===== config.mk =====
export PLATFORM = sky130hd
export DESIGN_NAME = updown_counter
export DESIGN_NICKNAME = d
export VERILOG_FILES = /design/src/rtl/updown_counter_pkg.sv /design/src/rtl/updown_counter.sv
export SDC_FILE = /design/constraint.sdc
export NUM_CORES = 1
export LEC_CHECK = 0
export ABC_AREA = 1
export CAP_MARGIN = 30
export CORE_AREA = 3 3 40 42
export CTS_CLUSTER_SIZE = 24
export DETAILED_ROUTE_END_ITERATION = 10
export DIE_AREA = 0 0 43 45
export HOLD_SLACK_MARGIN = 0.1
export PLACE_DENSITY = 0.48
export SKIP_CTS_REPAIR_TIMING = 1
export SLEW_MARGIN = 15
export SYNTH_ARGS = -nofsm -noshare
export SYNTH_HDL_FRONTEND = slang
export SYNTH_SLANG_ARGS = --single-unit

===== constraint.sdc =====
create_clock -name clk -period 2.1 [get_ports clk]
set_clock_uncertainty 0.05 [all_clocks]
set_input_delay 0.42 -clock clk [delete_from_list [all_inputs] [get_ports clk]]
set_output_delay 0.42 -clock clk [all_outputs]
set_load 0.01 [all_outputs]

===== src/rtl/updown_counter_pkg.sv =====
// Shared constants for the up/down counter.
//   MODE_UP / MODE_DOWN : encodings of the mode input
//   DEFAULT_WIDTH       : default counter width in bits
package updown_counter_pkg;

    localparam logic MODE_UP   = 1'b0;
    localparam logic MODE_DOWN = 1'b1;

    localparam int unsigned DEFAULT_WIDTH = 4;

endpackage


===== src/rtl/updown_counter.sv =====
// Loadable modulo-2^WIDTH up/down counter.
// Every rising clk edge with rst==1 either loads a, increments or decrements.
// Ports:
//   clk   : clock, rising-edge active
//   rst   : asynchronous active-low reset (0 clears count immediately)
//   load  : 1 = load a on the next edge (mode ignored)
//   mode  : direction when not loading (MODE_UP / MODE_DOWN)
//   a     : parallel load value
//   count : registered counter value
module updown_counter
    import updown_counter_pkg::*;
#(
    parameter int unsigned WIDTH = DEFAULT_WIDTH
) (
    input  logic             clk,
    input  logic             rst,
    input  logic             load,
    input  logic             mode,
    input  logic [WIDTH-1:0] a,
    output logic [WIDTH-1:0] count
);

    logic [WIDTH-1:0] count_q;
    logic [WIDTH-1:0] count_d;

    // Next-value mux; +/-1 truncates to WIDTH, giving the wrap-around.
    always_comb begin
        count_d = count_q;
        if (load) begin
            count_d = a;
        end else if (mode == MODE_DOWN) begin
            count_d = count_q - 1'b1;
        end else begin
            count_d = count_q + 1'b1;
        end
    end

    always_ff @(posedge clk or negedge rst) begin
        if (!rst) begin
            count_q <= '0;
        end else begin
            count_q <= count_d;
        end
    end

    assign count = count_q;

endmodule


==> results.md <==
* RD Place Congestion at 0.596
* PD cells at ~740 nW/um^2
* Sequential share of power at 0.330
* Fill cell count at between 100 and 150
* Critical Path AT at around 1700 ps
* Max reg flops at 4
* Met2 usage at 0.102
* RSZ-0062 raised after global routing: no
* Power, Total at 0.000302 W
* Core footprint at 1280 um^2
* DR iter-0 viols at 2
* First-pass GRT wire length at 828 um
* Simple logic cell fraction of the synthesized area at 0.254
* Pleak at 0.205 nW
* Setup TNS at 0 ps
* # IOs at 12
* Relative slew slack at 0.840
* Routed length per placed instance at 8.18 um
* Synth Area in Compound Gates at 0.0585
* Root Buffer: clkbuf_4
* Synthesis warning total at 0
* Outcome: complete, no violations
* Clock power frac at 0.302
* Most used cell, CP: nand2_1
* CTS Buf Count at 3
* Routed WL at 507 um
* Hold Vio Cnt, Final at 0
* Gate power share at 0.368
* Clock H-tree levels at 1
* Largest family of logic cells by synthesized area: simple AND/OR/NAND/NOR gates
* Critical path fanouts, max at 4
* Slowest-stage cell, CP: clkdlybuf4s50_1
* # DRC at 0
* Worst skew pair latency at approximately 230 ps
* Gr ovfl total at 0
* Routed vias at 243
* Final slew viol count at 0
* Critical Path RT at 2170 ps
* Crit path kind: input port to flop
* Met1 GRT Util at 0.0560
* Least-Margin Pin Slew at 239 ps
* Number of setup violations in the final report at 0
* Worst hold path class: input port to async pin
* Starting Density at 0.200
* Post-Synth XOR/XNOR Area at 0.0341
* Initial antenna violation count at 0
* TritonCTS clock tree: built
* CP Capture Type: flop
* Top Usage Layer GRT: met2
* Number of global-route vias before repair at 221
* Fmax at 607 MHz
* Area growth, synth to finish at 59.0%
* Die area at approximately 1900 um^2
* Mapped Cells at 33
* Mux contribution to synthesized area at 0
* Fin crit share at 0.785
* Tmin final at 1650 ps
* Max clock buf depth at 2
* Count of different cell masters after synthesis at 12
* Psw at around 0.000088 W
* # rows at 13
* Critical path, cell by cell: clkdlybuf4s50_1 > ha_1 > or2_1 > nand2_1 > nand2_1 > nand3_1 > nand2_1
* Seq/Total Area, Yosys at 0.390
* Internal at between 0.0002 and 0.00025 W
* Peak VDD IR at 326 uV
* Slowest stage delay, CP at 480 ps
* Antenna Cells at 0
* Layout cell share with drive strength beyond 1 at 0.0851
* Startpoint class of the critical path: input port
* Clk sinks at 4
* Port bufs at 11
* Vias per inst at approximately 3.9
* Synth Register Bits at 4
* Final #Nets at 60
* Routed Antenna Nets at 0
* GR Util All Layers at 0.0618
* Synth Cell Area at 256 um^2
* Syn_area_per_cell at between 7 and 8 um^2
* Sw Share at 0.291
* Clk slew on worst S/H paths at about 40 ps
* Max-cap viol count at 0
* Post-Synth Adder-Cell Area at 0.176
* Critical path's top delay family: buffers and inverters
* Die height at 45 um
* Drt pass-1 iters at 2
* Post-detail-place hpwl at 456 um
* CP Buf/Inv Count at 1
* Post-synthesis net count at 44
* Die width at 43 um
* Pin count of the biggest net entering global routing at 9
* Met3 Track Usage GR at 0.0438
* Util after Layout at 0.317
[power by group through the flow]
stage | combinational (W) | sequential, W | clock, W
2_1_floorplan | 0.0000516 | 0.000107 | 0
3_3_place_gp | 0.000110 | 0.000101 | 0
3_5_place_dp | 0.000113 | 0.000101 | 0
4_1_cts | 0.000114 | 0.000100 | 0.0000967
5_1_grt | 0.000127 | 0.000102 | 0.000108
6_report | 0.000111 | 0.0000999 | 0.0000914
[cell type report]
cell class,instances,area [um^2],share of cell area
clock buffer,3,22.5,0.0552
inverter,6,22.5,0.0552
multi-input combinational,23,134,0.328
sequential,4,100,0.245
tap,15,18.8,0.0460
timing repair buffer,11,110,0.270
[cells in the final DEF (no fill, tap or decap)]
master | netlist | final
inv_2 | 1 | 1
clkbuf_4 | 0 | 3
ha_1 | 2 | 2
o21ai_0 | 2 | 2
or2_1 | 1 | 1
xor2_1 | 1 | 1
nor2_1 | 1 | 1
fa_1 | 1 | 1
o21ai_1 | 1 | 1
dfrtp_1 | 4 | 4
inv_1 | 5 | 5
nand3_1 | 2 | 2
clkdlybuf4s50_1 | 0 | 11
nand2_1 | 12 | 12
[metal layers]
layer,wire [um],vias to the layer above
li1,-,130
met1,194,104
met2,253,9
met3,59,0
met4,0,0
met5,0,-
[cell usage after synthesis]
| cell type | instances | area share |
|---|---|---|
| dfrtp_1 | 4 | 0.39 |
| fa_1 | 1 | 0.078 |
| ha_1 | 2 | 0.098 |
| inv_1 | 5 | 0.073 |
| inv_2 | 1 | 0.015 |
| nand2_1 | 12 | 0.18 |
| nand3_1 | 2 | 0.039 |
| nor2_1 | 1 | 0.015 |
| o21ai_0 | 2 | 0.039 |
| o21ai_1 | 1 | 0.019 |
| or2_1 | 1 | 0.024 |
| xor2_1 | 1 | 0.034 |
[cell families after synthesis]
logic type | Yosys count
xor+xnor | 1
buf+inv | 6
fa+ha+maj | 3
compound gates | 3
flops | 4
simple gates | 16
[per-stage QoR]
| step | area [um^2] | cells | worst slack [ps] | hold slack, ps |
|---|---|---|---|---|
| after floorplan | 256 | 33 | 809 | 74.4 |
| after global placement | 385 | 59 | 206 | 458 |
| after detailed placement | 385 | 59 | 200 | 454 |
| after CTS | 408 | 62 | 443 | 342 |
| after global routing | 408 | 62 | 357 | 338 |
| final | 408 | 62 | 452 | 342 |
[worst paths after layout]
check	from	to	slack (ps)	depth (start not counted)
max in group asynchronous	rst	count[3]$_DFF_PN0_	1490	1
setup reg to reg	count[2]$_DFF_PN0_	count[3]$_DFF_PN0_	810	6
min in group clk	count[0]$_DFF_PN0_	count[0]$_DFF_PN0_	460	1
setup / recovery	mode	count[3]$_DFF_PN0_	450	7
hold reg to reg	count[0]$_DFF_PN0_	count[0]$_DFF_PN0_	460	1
hold / removal	rst	count[0]$_DFF_PN0_	340	1
[worst reg2reg max path, cell delays in order, from the launching register on]
cell and delay, ps:
dfrtp_1 370, ha_1 290, or2_1 230, nand2_1 80, nand2_1 50, nand3_1 70
nand2_1 50
Note: power is estimated with default switching activity, not from simulation.
